### src/rtl/fetch_unit.sv
// rtl/fetch_unit.sv - instruction fetch FSM with one-deep holding register and ack timeout
// Optional branch redirect enabled by defining FETCH_BRANCH_EN.
module fetch_unit #(
  parameter logic [31:0] RESET_PC    = 32'h0000_0000,
  parameter int          ACK_TIMEOUT = 16
) (
  input  logic        clk,
  input  logic        rst,
  output logic        imem_req,
  output logic [31:0] imem_addr,
  input  logic        imem_ack,
  input  logic [31:0] imem_rdata,
  output logic [31:0] instr,
  output logic        instr_valid,
  input  logic        instr_ready,
  output logic [31:0] pc,
  input  logic        branch,
  input  logic        zero,
  input  logic [31:0] branch_offset,
  output logic        fetch_err
);

  typedef enum logic [1:0] {IDLE, REQ, VALID, ERR} state_t;

  localparam logic [31:0] RESET_PC_ALIGNED = {RESET_PC[31:2], 2'b00};
  localparam logic [7:0]  TIMEOUT_CNT      = 8'(ACK_TIMEOUT);

  state_t      state_q, state_d;
  logic [31:0] next_pc_q, next_pc_d;
  logic [31:0] pc_q, pc_d;
  logic [31:0] instr_q, instr_d;
  logic        instr_valid_q, instr_valid_d;
  logic        imem_req_q, imem_req_d;
  logic        fetch_err_q, fetch_err_d;
  logic [7:0]  wait_q, wait_d;
  logic [7:0]  wait_inc;
  logic [31:0] target_pc;

  assign wait_inc = wait_q + 8'd1;

`ifdef FETCH_BRANCH_EN
  assign target_pc = pc_q + 32'd4 + ((branch && zero) ? (branch_offset << 2) : 32'd0);
`else
  logic unused_branch_inputs;
  assign unused_branch_inputs = ^{branch, zero, branch_offset};
  assign target_pc = pc_q + 32'd4;
`endif

  always_comb begin
    state_d       = state_q;
    next_pc_d     = next_pc_q;
    pc_d          = pc_q;
    instr_d       = instr_q;
    instr_valid_d = instr_valid_q;
    imem_req_d    = imem_req_q;
    fetch_err_d   = fetch_err_q;
    wait_d        = wait_q;
    case (state_q)
      IDLE: begin
        state_d    = REQ;
        imem_req_d = 1'b1;
        wait_d     = 8'd0;
      end
      REQ: begin
        if (imem_ack) begin
          instr_d       = imem_rdata;
          pc_d          = next_pc_q;
          instr_valid_d = 1'b1;
          imem_req_d    = 1'b0;
          state_d       = VALID;
        end else if (wait_inc == TIMEOUT_CNT) begin
          // An ack on the final allowed cycle is handled above and wins over the timeout.
          imem_req_d  = 1'b0;
          fetch_err_d = 1'b1;
          state_d     = ERR;
        end else begin
          wait_d = wait_inc;
        end
      end
      VALID: begin
        if (instr_ready) begin
          next_pc_d     = target_pc;
          instr_valid_d = 1'b0;
          imem_req_d    = 1'b1;
          wait_d        = 8'd0;
          state_d       = REQ;
        end
      end
      ERR: begin
        imem_req_d    = 1'b0;
        instr_valid_d = 1'b0;
        fetch_err_d   = 1'b1;
      end
      default: state_d = IDLE;
    endcase
  end

  always_ff @(posedge clk or posedge rst) begin
    if (rst) begin
      state_q       <= IDLE;
      next_pc_q     <= RESET_PC_ALIGNED;
      pc_q          <= RESET_PC_ALIGNED;
      instr_q       <= 32'd0;
      instr_valid_q <= 1'b0;
      imem_req_q    <= 1'b0;
      fetch_err_q   <= 1'b0;
      wait_q        <= 8'd0;
    end else begin
      state_q       <= state_d;
      next_pc_q     <= next_pc_d;
      pc_q          <= pc_d;
      instr_q       <= instr_d;
      instr_valid_q <= instr_valid_d;
      imem_req_q    <= imem_req_d;
      fetch_err_q   <= fetch_err_d;
      wait_q        <= wait_d;
    end
  end

  assign imem_req    = imem_req_q;
  assign imem_addr   = next_pc_q;
  assign instr       = instr_q;
  assign instr_valid = instr_valid_q;
  assign pc          = pc_q;
  assign fetch_err   = fetch_err_q;

endmodule

### config.mk
export PLATFORM = sky130hd
export DESIGN_NAME = fetch_unit
export DESIGN_NICKNAME = d
export VERILOG_FILES = /design/src/rtl/fetch_unit.sv
export SDC_FILE = /design/constraint.sdc
export NUM_CORES = 1
export LEC_CHECK = 0
export ABC_AREA = 1
export ABC_CLOCK_PERIOD_IN_PS = 4900
export CAP_MARGIN = 20
export CORE_ASPECT_RATIO = 0.9
export CORE_UTILIZATION = 34
export CTS_BUF_LIST = sky130_fd_sc_hd__clkbuf_8
export DETAILED_ROUTE_END_ITERATION = 6
export PLACE_DENSITY_LB_ADDON = 0.2
export SYNTH_ARGS = -nofsm -noshare
export SYNTH_HDL_FRONTEND = slang
export SYNTH_SLANG_ARGS = --single-unit
export TNS_END_PERCENT = 10
### constraint.sdc
create_clock -name clk -period 4.9 [get_ports clk]
set_input_delay 0.98 -clock clk [delete_from_list [all_inputs] [get_ports clk]]
set_output_delay 0.98 -clock clk [all_outputs]
set_load 0.1 [all_outputs]
==> flow_metrics.env, run 1 <==
export IMPL_run_status="complete, no violations"
export IMPL_timing_critical_path_max_delay_family="buffers and inverters"
export IMPL_wl_um=13200
export IMPL_synthArstFlopShare_pct=100
export IMPL_postCtsResizedCells=0
export IMPL_start_util_pct=35.5
export IMPL_num_rows=41
export IMPL_dominantRegCellSynth="sky130_fd_sc_hd__dfrtp_1"
export IMPL_die_width_um=131
export IMPL_final_period_minus_worst_setup_slack_ps=3040
export IMPL_synth_edf_count=0
export IMPL_ys_ff_latch=109
export IMPL_grt_antenna_before_repair=0
export IMPL_simple_gate_portion_of_the_synthesized_area_pct=29.7
export IMPL_worst_endpoint_required_ps=3920
export IMPL_setup_repair_after_global_routing_missed_its_margin="no"
export IMPL_synthXorXnorAreaFrac_pct=3.98
export IMPL_die_height_um=118
export IMPL_worstSetupPathType="flip-flop to output port"
export IMPL_buffers_plus_inverters_on_the_worst_setup_path=1
export IMPL_grt_max_degree=72
export IMPL_global_route_usage_total_pct=18.1
export IMPL_count_of_routing_violations_after_the_opening_detailed_route_iteration=293
export IMPL_clkTransAtPathRegs_ps=100
export IMPL_post_synth_cell_area_avg_um2=8.01
export IMPL_highest_fanout_seen_on_the_critical_path=5
export IMPL_hold_violations=0
export IMPL_postSynthNetCount=705
export IMPL_finClkSkew_ps=6.78
export IMPL_yosys_area_share_adder_pct=0.742
export IMPL_drc=0
export IMPL_cts_root_buffer_cell="sky130_fd_sc_hd__clkbuf_8"
export IMPL_clock_latency_ps=390
export IMPL_gp_congestion=0.860
export IMPL_cp_start_kind="flip-flop"
export IMPL_synth_mux_area_fraction_pct=0
export IMPL_vias=4414
export IMPL_slew_violations=0
export IMPL_timing_worst_slew_pin_value_ps=1060
export IMPL_cp_cell_sequence="clkdlybuf4s50_1"
export IMPL_die_area_um2=15400
export IMPL_hold_path_class="flip-flop to flip-flop"
export IMPL_ctsHtreeMaxLevel=3
export IMPL_timing_setup_tns_ps=0
export IMPL_arrival_ps=2060
export IMPL_drt_pass1_iterations=5
export IMPL_ys_seq_area_share_pct=53.9
export IMPL_first_global_vias=4348
export IMPL_combinational_family_with_the_most_area_after_synthesis="simple AND/OR/NAND/NOR gates"
export IMPL_hp_start="instr[18]"
export IMPL_layout_drive_gt1_share_pct=4.45
export IMPL_yosysUniqueCellTypes=30
export IMPL_tritoncts="done"
export IMPL_via_per_inst=4.61
export IMPL_count_of_max_cap_constraint_violations=0
export IMPL_critPathSlowestCell="sky130_fd_sc_hd__clkdlybuf4s50_1"
export IMPL_post_synth_instance_area_um2=5060
export IMPL_tritoncts_num_sinks=109
export IMPL_finalSetupViolations=0
export IMPL_syn_instance_count=632
export IMPL_post_cts_buffers=0
export IMPL_synth_compound_area_share_pct=6.03
export IMPL_ant_nets=0
export IMPL_critPathMaxStageDelay_ps=1190
export IMPL_top_level_ports=169
export IMPL_clock_buffer_depth=2
export IMPL_cts_hold_buf=0
export IMPL_worstSetupStartpoint="pc[23]"
export IMPL_cts_made_buffers=9
export IMPL_post_dp_hpwl_um=9350
export IMPL_worst_r2r_startpoint="state_q[0]"
export IMPL_yosysWarningCount=0
export IMPL_portBuffers=134
export IMPL_crit_share_post_route_pct=62.1
export IMPL_antenna_cells=0
export IMPL_fill_cell_total_of_the_finished_layout=1425
export IMPL_grt_overflow_total=0
export IMPL_max_slew_margin_rel_pct=29.0
export IMPL_reg2reg_setup_slack_ps=2980
export IMPL_maximum_frequency_from_static_timing_analysis_mhz=329
export IMPL_critical_path_endpoint_type="output port"
export IMPL_areaGrowthSynthToFinish_pct=33.2
export IMPL_placeableCoreArea_um2=14300
export IMPL_layout_nets=833
export IMPL_grt_first_pass_wirelength_um=21900
export IMPL_wire_per_inst_um=13.8
==> flip-flops by register name, indices dropped and copies added (netlist names) <==
register / flops
fetch_err: 1
pc: 32
instr_valid: 1
imem_req: 1
state_q: 2
wait_q: 8
imem_addr: 32
instr: 32
==> cell usage after synthesis (4+ instances only) <==
| cell type | count | area share [%] |
|---|---|---|
| sky130_fd_sc_hd__nand2_1 | 277 | 21 |
| sky130_fd_sc_hd__o21ai_0 | 47 | 4.6 |
| sky130_fd_sc_hd__o21ai_1 | 4 | 0.40 |
| sky130_fd_sc_hd__inv_1 | 49 | 3.6 |
| sky130_fd_sc_hd__xnor2_1 | 12 | 2.1 |
| sky130_fd_sc_hd__nor3_1 | 11 | 1.1 |
| sky130_fd_sc_hd__buf_2 | 6 | 0.59 |
| sky130_fd_sc_hd__xor2_1 | 11 | 1.9 |
| sky130_fd_sc_hd__clkbuf_1 | 13 | 0.96 |
| sky130_fd_sc_hd__nand3_1 | 20 | 2.0 |
| sky130_fd_sc_hd__dfrtp_1 | 109 | 54 |
| sky130_fd_sc_hd__nor2_1 | 39 | 2.9 |
| sky130_fd_sc_hd__nor2_2 | 4 | 0.49 |
| sky130_fd_sc_hd__a21oi_1 | 4 | 0.40 |
==> cell type report <==
type | count | area (um^2) | area share (%)
clock inverter | 6 | 33.8 | 0.501
multi-input combinational | 451 | 2050 | 30.4
tap | 193 | 241 | 3.58
clock buffer | 9 | 124 | 1.84
timing repair buffer | 138 | 1370 | 20.3
inverter | 51 | 194 | 2.88
sequential | 109 | 2730 | 40.5
==> routing by layer <==
metal / share of wire, % / GRT usage [%]
met1: 45 / 23.6
met2: 48 / 29.0
met3: 6.9 / 6.14
met4: 0.75 / 3.45
met5: 0 / 0
==> cells in the final DEF, fill, tap and decap left out, types with 2 or more instances in the layout <==
cell	n
sky130_fd_sc_hd__a21oi_1	4
sky130_fd_sc_hd__buf_4	4
sky130_fd_sc_hd__clkbuf_8	9
sky130_fd_sc_hd__clkdlybuf4s50_1	134
sky130_fd_sc_hd__clkinv_2	2
sky130_fd_sc_hd__dfrtp_1	109
sky130_fd_sc_hd__ha_1	3
sky130_fd_sc_hd__inv_1	50
sky130_fd_sc_hd__inv_2	2
sky130_fd_sc_hd__nand2_1	277
sky130_fd_sc_hd__nand3_1	20
sky130_fd_sc_hd__nand3_2	2
sky130_fd_sc_hd__nand3b_1	2
sky130_fd_sc_hd__nand4_1	3
sky130_fd_sc_hd__nor2_1	39
sky130_fd_sc_hd__nor2_2	4
sky130_fd_sc_hd__nor3_1	11
sky130_fd_sc_hd__nor3_2	3
sky130_fd_sc_hd__o21ai_0	47
sky130_fd_sc_hd__o21ai_1	4
sky130_fd_sc_hd__xnor2_1	12
sky130_fd_sc_hd__xor2_1	11
==> cells by family after synthesis <==
logic type | count (synthesis)
adder cells (fa/ha/maj) | 3
AO/OA/AOI/OAI | 59
XOR/XNOR | 23
buffers and inverters | 72
flip-flops | 109
AND/OR/NAND/NOR | 366
==> final timing paths <==
kind,end,cells past startpoint
max,pc[23],1
min,instr[18],2
max reg2reg,imem_addr[7],6
max in group asynchronous,pc[16],3
min reg2reg,instr[18],2
min in group asynchronous,instr[0],2
==> stage by stage <==
stage	instances	hold slack, ps	util, %	area, um^2	setup slack [ps]
5_1_grt	957	499	47.3	6740	1790
3_3_place_gp	942	453	46.1	6580	1950
2_1_floorplan	632	498	-	5060	1050
6_report	957	479	47.3	6740	1860
3_5_place_dp	942	462	46.1	6580	1920
4_1_cts	957	486	47.3	6740	1820
Power of run 1 is not shown: default switching activity piles up to over one toggle a cycle in this logic, so the estimate is an artifact.
==> run 2, diff against run 1 <==
--- a/config.mk
+++ b/config.mk
@@ -6,7 +6,7 @@
 export NUM_CORES = 1
 export LEC_CHECK = 0
 export ABC_AREA = 1
-export ABC_CLOCK_PERIOD_IN_PS = 4900
+export ABC_CLOCK_PERIOD_IN_PS = 2900
 export CAP_MARGIN = 20
 export CORE_ASPECT_RATIO = 0.9
 export CORE_UTILIZATION = 34
==> constraint.sdc (replaced) <==
create_clock -name clk -period 2.9 [get_ports clk]
set_input_delay 0.58 -clock clk [delete_from_list [all_inputs] [get_ports clk]]
set_output_delay 0.58 -clock clk [all_outputs]
set_load 0.1 [all_outputs]
==> flow_metrics.env, run 2 (synthesized netlist as in run 1, its figures left out) <==
export IMPL_run_status="complete, no violations"
export IMPL_tritoncts="done"
export IMPL_antenna_cells=0
export IMPL_first_global_vias=4333
export IMPL_wl_um=13000
export IMPL_arrival_ps=2130
export IMPL_cts_hold_buf=0
export IMPL_sequential_cell_area_um2=2730
export IMPL_grt_max_degree=76
export IMPL_count_of_max_cap_constraint_violations=0
export IMPL_timing_worst_slew_pin_value_ps=991
export IMPL_grt_first_pass_wirelength_um=21400
export IMPL_clock_buffer_depth=2
export IMPL_drt_pass1_iterations=4
export IMPL_count_of_cells_along_the_worst_register_to_register_path=6
export IMPL_hold_violations=0
export IMPL_die_height_um=118
export IMPL_start_util_pct=35.5
export IMPL_multi_input_comb_area_um2=2050
export IMPL_ctsHtreeMaxLevel=3
export IMPL_vias=4470
export IMPL_cts_root_buffer_cell="sky130_fd_sc_hd__clkbuf_8"
export IMPL_postCtsResizedCells=0
export IMPL_placeableCoreArea_um2=14300
export IMPL_worstSetupPathType="input port to flip-flop"
export IMPL_gp_congestion=0.848
export IMPL_finalCoreUtilization_pct=45.8
export IMPL_timing_setup_tns_ps=0
export IMPL_finalSetupViolations=0
export IMPL_fill_cell_total_of_the_finished_layout=1434
export IMPL_grt_overflow_total=0
export IMPL_count_of_routing_violations_after_the_opening_detailed_route_iteration=278
export IMPL_cts_made_buffers=9
export IMPL_drc=0
export IMPL_layout_nets=834
export IMPL_die_area_um2=15400
export IMPL_top_level_ports=169
export IMPL_hold_path_class="flip-flop to flip-flop"
export IMPL_layout_drive_gt1_share_pct=17.6
export IMPL_die_width_um=131
export IMPL_final_period_minus_worst_setup_slack_ps=1910
export IMPL_global_route_usage_total_pct=17.8
export IMPL_slew_violations=0
export IMPL_tritoncts_num_sinks=109
export IMPL_num_rows=41
export IMPL_cp_start_kind="input port"
export IMPL_post_cts_buffers=0
export IMPL_crit_share_post_route_pct=65.9
export IMPL_highest_fanout_seen_on_the_critical_path=60
export IMPL_post_dp_hpwl_um=9360
export IMPL_critical_path_endpoint_type="flip-flop"
export IMPL_wire_per_inst_um=13.5
export IMPL_maximum_frequency_from_static_timing_analysis_mhz=523
export IMPL_hold_depth=2
export IMPL_finClkSkew_ps=13.6
export IMPL_clock_latency_ps=390
export IMPL_layout_cells_most_common="sky130_fd_sc_hd__nand2_1"
export IMPL_max_slew_margin_rel_pct=33.9
export IMPL_portBuffers=134
export IMPL_via_per_inst=4.67
export IMPL_worst_hold_slack_ps=482
export IMPL_layout_cells_most_common_list="sky130_fd_sc_hd__nand2_1, sky130_fd_sc_hd__dfrtp_1, sky130_fd_sc_hd__buf_4, sky130_fd_sc_hd__inv_1, sky130_fd_sc_hd__o21ai_0"
export IMPL_grt_antenna_before_repair=0
export IMPL_worst_endpoint_required_ps=3120
export IMPL_setup_repair_after_global_routing_missed_its_margin="no"
export IMPL_clkTransAtPathRegs_ps=100
export IMPL_areaGrowthSynthToFinish_pct=29.1
export IMPL_ant_nets=0
run 2: cell types whose count changed in the layout (fill, tap and decap cells not counted), sizes merged:
cell / change
buf: +100
clkinv: +1
clkbuf: +1
inv: -2
clkdlybuf4s50: -99
run 2: cell type report:
cell class,instances,area share (%)
Sequential cell,109,41.8
Clock inverter,5,0.594
Multi-Input combinational cell,451,31.3
Clock buffer,10,2.11
Tap cell,193,3.70
Timing Repair Buffer,139,17.5
Inverter,51,2.99
run 2: critical path, stage by stage:
cell and delay [ps]:
sky130_fd_sc_hd__clkdlybuf4s50_1 390, sky130_fd_sc_hd__inv_1 170, sky130_fd_sc_hd__nor2_4 60, sky130_fd_sc_hd__inv_2 680
sky130_fd_sc_hd__o21ai_0 190
run 2: worst paths after layout:
kind                                 start       endpoint  slack, ps
max in group asynchronous              rst      instr[22]       1900
worst min-delay path             instr[19]      instr[19]        480
worst min register to register   instr[19]      instr[19]        480
min in group asynchronous              rst  imem_addr[31]        650
worst max register to register  state_q[0]         pc[25]       1000
worst max-delay path              imem_ack         pc[25]        990
run 2: through the flow:
stage,std cells,area (um^2),setup slack (ps)
4_1_cts,958,6530,969
5_1_grt,958,6530,784
3_3_place_gp,943,6350,647
3_5_place_dp,943,6350,560
6_report,958,6530,989
2_1_floorplan,632,5060,685
run 2: metal layers:
| layer | global-route usage, % | share of wire (%) | vias to the layer above |
|---|---|---|---|
| li1 | - | - | 2223 |
| met1 | 22.5 | 44 | 2084 |
| met2 | 28.8 | 47 | 150 |
| met3 | 6.55 | 7.9 | 13 |
| met4 | 4.24 | 1.1 | 0 |
| met5 | 0 | 0 | - |
Power of run 2 is left out for the same reason.
